## src/rtl/fifo_pkg.sv

```systemverilog
// fifo_pkg: shared pointer helpers for the dual-clock FIFO pointer stages
package fifo_pkg;
  function automatic int ptr_width(input int addr_w);
    return addr_w + 1;
  endfunction
  // Gray to binary: each binary bit is the XOR of all Gray bits at and above it.
  function automatic logic [31:0] gray2bin(input logic [31:0] g);
    logic [31:0] b;
    for (int i = 0; i < 32; i++) b[i] = ^(g >> i);
    return b;
  endfunction
  // Gray pointer that would mean "full" relative to a remote pointer: two MSBs inverted.
  function automatic logic [31:0] full_ref(input logic [31:0] g, input int pw);
    return g ^ (32'd3 << (pw - 2));
  endfunction
endpackage

```

## src/rtl/bin2gray.sv

```systemverilog
// bin2gray: combinational binary to reflected Gray code converter
module bin2gray #(
  parameter int WIDTH = 5
) (
  input  logic [WIDTH-1:0] bin_i,
  output logic [WIDTH-1:0] gray_o
);
  assign gray_o = bin_i ^ (bin_i >> 1);
endmodule

```

## src/rtl/gray_sync.sv

```systemverilog
// gray_sync: multi-stage flop chain bringing a Gray pointer into the local clock domain
module gray_sync #(
  parameter int WIDTH  = 5,
  parameter int STAGES = 2
) (
  input  logic             clk,
  input  logic             srstn,
  input  logic [WIDTH-1:0] d_i,
  output logic [WIDTH-1:0] q_o
);
  logic [WIDTH-1:0] rq_q [STAGES];
  // Shift the remote pointer through the chain; stage 0 samples the raw input directly.
  always_ff @(posedge clk) begin
    if (!srstn) begin
      for (int i = 0; i < STAGES; i++) rq_q[i] <= '0;
    end else begin
      rq_q[0] <= d_i;
      for (int i = 1; i < STAGES; i++) rq_q[i] <= rq_q[i-1];
    end
  end
  assign q_o = rq_q[STAGES-1];
endmodule

```

## src/rtl/fifo_wr_ptr_gray.sv

```systemverilog
// fifo_wr_ptr_gray: write-side pointer, Gray export, full flag, fill level and overflow pulse
module fifo_wr_ptr_gray
  import fifo_pkg::*;
#(
  parameter int ADDR_WIDTH  = 4,
  parameter int SYNC_STAGES = 2,
  localparam int PW = ptr_width(ADDR_WIDTH)
) (
  input  logic                  clk,
  input  logic                  srstn,
  input  logic                  wr_en,
  output logic                  full,
  output logic                  wr_accept,
  output logic [ADDR_WIDTH-1:0] wr_addr,
  output logic [PW-1:0]         wr_ptr_gray,
  input  logic [PW-1:0]         rd_ptr_gray_async,
  output logic [PW-1:0]         level,
  output logic                  wr_overflow
);
  logic [PW-1:0] wr_ptr_bin_q, bin_next, gray_next, gray_q, level_q, level_d, rq_s;
  logic          full_q, full_d, ovf_q;
  assign wr_accept = wr_en & ~full_q;
  assign bin_next  = wr_ptr_bin_q + PW'(wr_accept);
  bin2gray #(.WIDTH(PW)) u_b2g (
    .bin_i  (bin_next),
    .gray_o (gray_next)
  );
  gray_sync #(.WIDTH(PW), .STAGES(SYNC_STAGES)) u_sync (
    .clk   (clk),
    .srstn (srstn),
    .d_i   (rd_ptr_gray_async),
    .q_o   (rq_s)
  );
  // Full and level are judged against the pointer as it will be after this edge.
  always_comb begin
    full_d  = (32'(gray_next) == full_ref(32'(rq_s), PW));
    level_d = PW'(32'(bin_next) - gray2bin(32'(rq_s)));
  end
  // Pointer, exported Gray pointer and status flags all update on the accepting edge.
  always_ff @(posedge clk) begin
    if (!srstn) begin
      wr_ptr_bin_q <= '0;
      gray_q       <= '0;
      full_q       <= 1'b0;
      level_q      <= '0;
      ovf_q        <= 1'b0;
    end else begin
      wr_ptr_bin_q <= bin_next;
      gray_q       <= gray_next;
      full_q       <= full_d;
      level_q      <= level_d;
      ovf_q        <= wr_en & full_q;
    end
  end
  assign full        = full_q;
  assign wr_addr     = wr_ptr_bin_q[ADDR_WIDTH-1:0];
  assign wr_ptr_gray = gray_q;
  assign level       = level_q;
  assign wr_overflow = ovf_q;
endmodule

```

## config.mk

```make
export PLATFORM = sky130hd
export DESIGN_NAME = fifo_wr_ptr_gray
export DESIGN_NICKNAME = d
export VERILOG_FILES = /design/src/rtl/fifo_pkg.sv /design/src/rtl/bin2gray.sv /design/src/rtl/gray_sync.sv /design/src/rtl/fifo_wr_ptr_gray.sv
export SDC_FILE = /design/constraint.sdc
export NUM_CORES = 1
export LEC_CHECK = 0
export BUFFER_PORTS_ARGS = -buffer_cell sky130_fd_sc_hd__buf_2
export CAP_MARGIN = 20
export CORE_MARGIN = 3
export CORE_UTILIZATION = 30
export CTS_BUF_LIST = sky130_fd_sc_hd__clkbuf_8
export DETAILED_ROUTE_END_ITERATION = 16
export PLACE_DENSITY = 0.57
export SLEW_MARGIN = 20
export SYNTH_ARGS = -nofsm -noshare
export SYNTH_HDL_FRONTEND = slang
export SYNTH_HIERARCHICAL = 1
export SYNTH_SLANG_ARGS = --single-unit
```

## constraint.sdc

```tcl
create_clock -name clk -period 2.78 [get_ports clk]
set_clock_uncertainty 0.2 [all_clocks]
set_input_delay 0.278 -clock clk [delete_from_list [all_inputs] [get_ports clk]]
set_output_delay 0.278 -clock clk [all_outputs]
set_load 0.005 [all_outputs]
```

==> Yosys cells after proc, flatten, opt, wreduce, memory -nomap -nowiden <==
Memory sizes are Yosys's and may differ from the RTL's.
Cells that the tools add are included.
{ "totals": {"register_bits": 17, "mem_bits_rw": 10, "inputBits": 8, "out_inout_bits": 17, "word_cells": 25, "memories": 1} }
{ "mem_list": {"columns": ["memory", "depth", "width", "rd", "rd_ports_with_merged_regs", "write_ports", "line", "source"], "rows": [
  ["u_sync.rq_q", 2, 5, 2, 0, 2, "gray_sync.sv:11", "logic [WIDTH-1:0] rq_q [STAGES];"]
]} }
{ "classes": {"add_sub_neg": 2, "eq_ne": 1, "muxes": 4, "bitwise": 7, "reduce_logical": 5} }
{ "ops": {"columns": ["operator", "count"], "rows": [
  ["$reduce_xor A32 Y1", 5],
  ["$mux W5", 2],
  ["$add A5 B1 Y5", 1],
  ["$eq A5 B5 Y1", 1],
  ["$sub A5 B5 Y5", 1],
  ["$xor A5 B4 Y5", 1],
  ["$and A1 B1 Y1", 2],
  ["$mux W1", 2],
  ["$not A2 Y2", 1],
  ["$or A1 B1 Y1", 2],
  ["$not A1 Y1", 1]
]} }

==> Longest topological paths before layout <==
{ "logic_depth": {"depth_word": 5, "mapped_depth": 11, "ltp_nobuf": 10} }

==> Cells and area by module <==
The synthesis kept the hierarchy.
{ "modules_own_cells": {"columns": ["mod", "instances", "cells_each", "area_per_inst_um2", "seq_area_each_um2"], "rows": [
  ["fifo_wr_ptr_gray", 1, 78, 800.8, 340.3],
  ["gray_sync", 1, 25, 300.3, 200.2],
  ["bin2gray", 1, 5, 42.5, 0.0]
]} }

==> Worst setup path before layout <==
Ideal clock, no wire load.
{ "synth_path": {"kind": "reg-to-reg", "from": "memory u_sync.rq_q[1][4] (netlist: u_sync/rq_q[0][9])", "to": "register level_q[4] (netlist: level[4])", "arrival_time_ns": 2.448, "required_ns": 2.459, "path_slack_ns": 0.011, "stages_incl_launch_ff": 12, "cell_sequence": "dfxtp_1 buf_4 xnor2_2 xor2_2 xor2_2 xnor2_1 ha_1 fa_1 nand2b_1 a21oi_1 xnor2_1 mux2_2"} }
{ "synth_lines": {"columns": ["element", "line", "source"], "rows": [
  ["from (decl)", "gray_sync.sv:11", null],
  ["to (signal assigned)", "fifo_wr_ptr_gray.sv:51", "level_q <= level_d;"],
  ["to (decl)", "fifo_wr_ptr_gray.sv:20", "logic [PW-1:0] wr_ptr_bin_q, bin_next, gray_next, gray_q, level_q, level_d, rq_s;"]
]} }

==> impl_table.tex <==
\begin{tabular}{lr}
\hline
Metric & Value \\
\hline
\multicolumn{2}{l}{\textbf{Run status}} \\
Outcome & finished clean \\
\multicolumn{2}{l}{\textbf{Detailed routing}} \\
Met2 routed wirelength & about 840 um \\
Detailed-route wire length per cell & 10.2 um \\
WL met3 & 135 um \\
Count of TritonRoute iterations in the first routing pass & 3 \\
Routed length on met1 & 830 um \\
Overall via count from detail\_route & 717 \\
Uppermost layer routed & met4 \\
Remaining routing DRC violations & 0 \\
Number of nets with antenna violations after routing & 0 \\
Via-per-instance ratio & $\sim$4 \\
Iter 0 DRT Violations & 19 \\
Final WL & 1820 um \\
\multicolumn{2}{l}{\textbf{Placement}} \\
Sum of net half-perimeters after detailed placement & 1310 um \\
Count of input and output buffers & 24 \\
Worst slack at placement & -0.0157 ns \\
Final weighted congestion of routability-driven global placement & 0.709 \\
Number of cells in the design after placement & 173 \\
\multicolumn{2}{l}{\textbf{Yosys}} \\
Mapped Avg Cell Area & 10.6 um2 \\
Syn nets & 122 \\
Most frequent cells after synthesis & sky130\_fd\_sc\_hd\_\_dfxtp\_1, sky130\_fd\_sc\_hd\_\_and2\_1, sky130\_fd\_sc\_hd\_\_buf\_4 \\
Unique masters post-synth & 22 \\
Seq/Total Area, Yosys & a little under half \\
Most area-hungry cell type in the Yosys netlist & sky130\_fd\_sc\_hd\_\_dfxtp\_1 \\
Cell area after synthesis & 1140 um2 \\
Gate Count Post-Synth & 108 \\
Synth top area share & 47.3\% \\
Most common cell in the netlist & sky130\_fd\_sc\_hd\_\_dfxtp\_1 \\
Cell types occupying the most area after synthesis & sky130\_fd\_sc\_hd\_\_dfxtp\_1, sky130\_fd\_sc\_hd\_\_and2\_1, sky130\_fd\_sc\_hd\_\_xor2\_1, sky130\_fd\_sc\_hd\_\_buf\_4, sky130\_fd\_sc\_hd\_\_ha\_1 \\
Total of flip-flops plus latches after synthesis & 27 \\
Proportion of register bits with asynchronous set or reset after synthesis & 0\% \\
Synth Warn \# & 6 \\
Number of synthesized flops with an enable pin & 0 \\
Dominant register cell in the synthesized netlist & sky130\_fd\_sc\_hd\_\_dfxtp\_1 \\
\multicolumn{2}{l}{\textbf{Critical path}} \\
Category of the worst setup path capture point & flop \\
Worst r2r src & u\_sync/rq\_q[0][9]\$\_SDFF\_PN0\_ \\
Kind of launch point of the worst setup path & flop \\
Critical-path cell list & xnor2\_4, xor2\_2, xor2\_2, xnor2\_1, ha\_2, fa\_2, nand2b\_1, a21oi\_2, xnor2\_1, mux2\_2 \\
Max stage delay on crit path & 0.37 ns \\
Category of the critical setup timing path & reg2reg \\
Critical path fanouts, max & 2 \\
Data arrival time at the worst-slack endpoint & 2.59 ns \\
Length in cells of the worst reg-to-reg path & 10 \\
CP required & 2.74 ns \\
Max stage delay cell, worst path & sky130\_fd\_sc\_hd\_\_dfxtp\_4 \\
Setup slack on the worst flop-to-flop path & 0.15 ns \\
Worst reg2reg endpoint & level[4]\$\_SDFF\_PN0\_ \\
\multicolumn{2}{l}{\textbf{Power}} \\
Switching power & $\sim$0.00020 W \\
Seq pwr share & 53.7\% \\
IR Drop Worst-Case VDD & 282 uV \\
Internal Dissipation & around 0.00060 W \\
Part of the power in the clock network & 26.3\% \\
Power density cells & 582 nW/um2 \\
Total power & 0.000796 W \\
Leakage power figure & between 0.6 and 0.7 nW \\
Switching share of total power & 24.6\% \\
Logic pwr share & around 20\% \\
\multicolumn{2}{l}{\textbf{Clock tree}} \\
Clock-pin slew reported for the worst setup and hold paths after clock tree synthesis & 0.08 ns \\
CTS Hold Bufs & 0 \\
Maximum root-to-sink buffer count & 2 \\
Number of buffers created by CTS & 3 \\
Total clock sinks & 27 \\
CTS tree & yes \\
Number of levels in the clock H-tree & 1 \\
Clock insertion delay at the later pin of the skew report & between 0.2 and 0.3 ns \\
Root buf cell & sky130\_fd\_sc\_hd\_\_clkbuf\_8 \\
\multicolumn{2}{l}{\textbf{Die}} \\
\# IOs & 25 \\
Total die area & about 4600 um2 \\
Vertical extent of the die & 67.7 um \\
Standard-cell row count & 21 \\
Die Width & 67.7 um \\
Initial core utilization & 32.7\% \\
CORE AREA & around 3500 um2 \\
\multicolumn{2}{l}{\textbf{Layout}} \\
Final core occ & between 30\% and 40\% \\
Area growth from synthesis to layout & 19.7\% \\
Final Net Count & 148 \\
Diode insertion count for antenna repair & 0 \\
Final cell count without fillers & 179 \\
Share of layout cells above drive strength 1 & 32.3\% \\
\multicolumn{2}{l}{\textbf{Timing}} \\
Final setup margin & 0.155 ns \\
Worst hold slack after final layout & 0.0139 ns \\
Worst max-slew margin expressed relative to the limit & between 70 and 80\% \\
Minimum clock period after layout & between 2 and 3 ns \\
Final setup violation count & 0 \\
Hold violation total from the final report & 0 \\
Transition at the pin with the smallest max-transition slack & about 0.34 ns \\
FMAX & about 380 MHz \\
Period utilization & 94.4\% \\
Total count of max-transition violations in the final report & 0 \\
\multicolumn{2}{l}{\textbf{Global route}} \\
Total global routing track utilization & approximately 8.8\% \\
Maximum number of pins on one net before global-route repair & 21 \\
Via count of the first global-routing pass & 670 \\
First-pass GRT wire length & 2900 um \\
Grt ovf & 0 \\
Antenna violations before repair & 0 \\
\multicolumn{2}{l}{\textbf{Min path}} \\
Source of the worst hold timing path & rd\_ptr\_gray\_async[0] \\
Hold-critical path depth & 2 \\
Worst min-delay path class & in2reg \\
Worst Hold Path EP & u\_sync/rq\_q[0][0]\$\_SDFF\_PN0\_ \\
\multicolumn{2}{l}{\textbf{Run}} \\
Number of maximum-capacitance violations & 0 \\
\hline
\end{tabular}
worst max-delay path by stage:
stage / startpoint / end / slack, ns / cells after the start
floorplan: u_sync/rq_q[0][9]$_SDFF_PN0_ / level[4]$_SDFF_PN0_ / 0.01 / 11
CTS: u_sync/rq_q[0][8]$_SDFF_PN0_ / level[4]$_SDFF_PN0_ / 0.004 / 10
global route: u_sync/rq_q[0][9]$_SDFF_PN0_ / level[4]$_SDFF_PN0_ / -0.0003 / 10
finish: u_sync/rq_q[0][9]$_SDFF_PN0_ / level[4]$_SDFF_PN0_ / 0.15 / 10
global placement: u_sync/rq_q[0][9]$_SDFF_PN0_ / level[4]$_SDFF_PN0_ / 0.04 / 10
detailed placement: u_sync/rq_q[0][9]$_SDFF_PN0_ / level[4]$_SDFF_PN0_ / -0.02 / 10
critical path, delay by kind of cell, from the launching register on:
family,cells,cell delay (ns)
AO/OA/AOI/OAI,1,0.13
XOR/XNOR,5,0.80
adder cells (fa/ha/maj),2,0.53
flip-flops,1,0.37
multiplexers,1,0.34
AND/OR/NAND/NOR,1,0.16
area by class of cell:
| type | instances | area [um2] |
|---|---|---|
| Sequential cell | 27 | 546 |
| Fill cell | 354 | 2130 |
| Clock buffer | 3 | 41.3 |
| Multi-Input combinational cell | 66 | 529 |
| Clock inverter | 1 | 3.75 |
| Inverter | 5 | 18.8 |
| Timing Repair Buffer | 31 | 173 |
| Tap cell | 46 | 57.6 |
placed cells by master, fill, tap and decap left out, drive strengths merged:
cell type,instances
a21boi,1
a21oi,1
and2,19
and3,1
buf,31
clkbuf,3
dfxtp,27
fa,1
ha,5
inv,6
mux2,1
nand2b,1
nand3,1
nand4,2
nor2,8
nor2b,2
nor3,2
nor3b,1
o21ai,1
xnor2,8
xor2,11
repair_timing:
item / 4_1_cts / 5_1_grt
setup buffers: 2 / 0
pin swaps: 3 / 3
setup endpoints to repair: 1 / 1
cloned: 0 / 0
gates resized for setup: 0 / 7
power groups by stage:
| stage | Sequential, W | Clock, W | Combinational [W] |
|---|---|---|---|
| 6_report | 0.000428 | 0.000209 | 0.000159 |
| 3_5_place_dp | 0.000437 | 0 | 0.000149 |
| 3_3_place_gp | 0.000436 | 0 | 0.000148 |
| 5_1_grt | 0.000431 | 0.000238 | 0.000182 |
| 2_1_floorplan | 0.000437 | 0 | 0.000105 |
| 4_1_cts | 0.000428 | 0.000222 | 0.000156 |
cell families (layout without fill, tap and decap cells):
logic type                 after synthesis  in the layout  share of synthesized area [%]
buffers and inverters                   15             40                           8.21
DFF                                     27             27                           47.3
xor gates and xnor gates                19             19                           16.5
adders and majority gates                6              6                           7.22
muxes                                    1              1                          0.985
AOI/OAI and AO/OA                        3              3                           1.53
and+or+nand+nor                         37             37                           18.3
layer usage:
| metal | vias to the layer above | global-route usage [%] |
|---|---|---|
| met5 | - | 0 |
| met4 | 0 | 3.04 |
| met3 | 2 | 3.99 |
| met2 | 22 | 14.5 |
| met1 | 313 | 9.93 |
| li1 | 380 | - |
sequential cells by signal, indices dropped and copies added, names as in the netlist:
signal        count
wr_ptr_bin_q      5
full              1
wr_ptr_gray       5
u_sync/rq_q      10
level             5
wr_overflow       1
per-stage QoR:
stage / area (um2) / TNS (ns)
final: 1370 / 0
after global routing: 1370 / -0.000306
after CTS: 1340 / 0
after detailed placement: 1280 / -0.0157
after global placement: 1280 / 0
after floorplan: 1140 / 0
No activity file was read; power rests on OpenSTA's default activity.
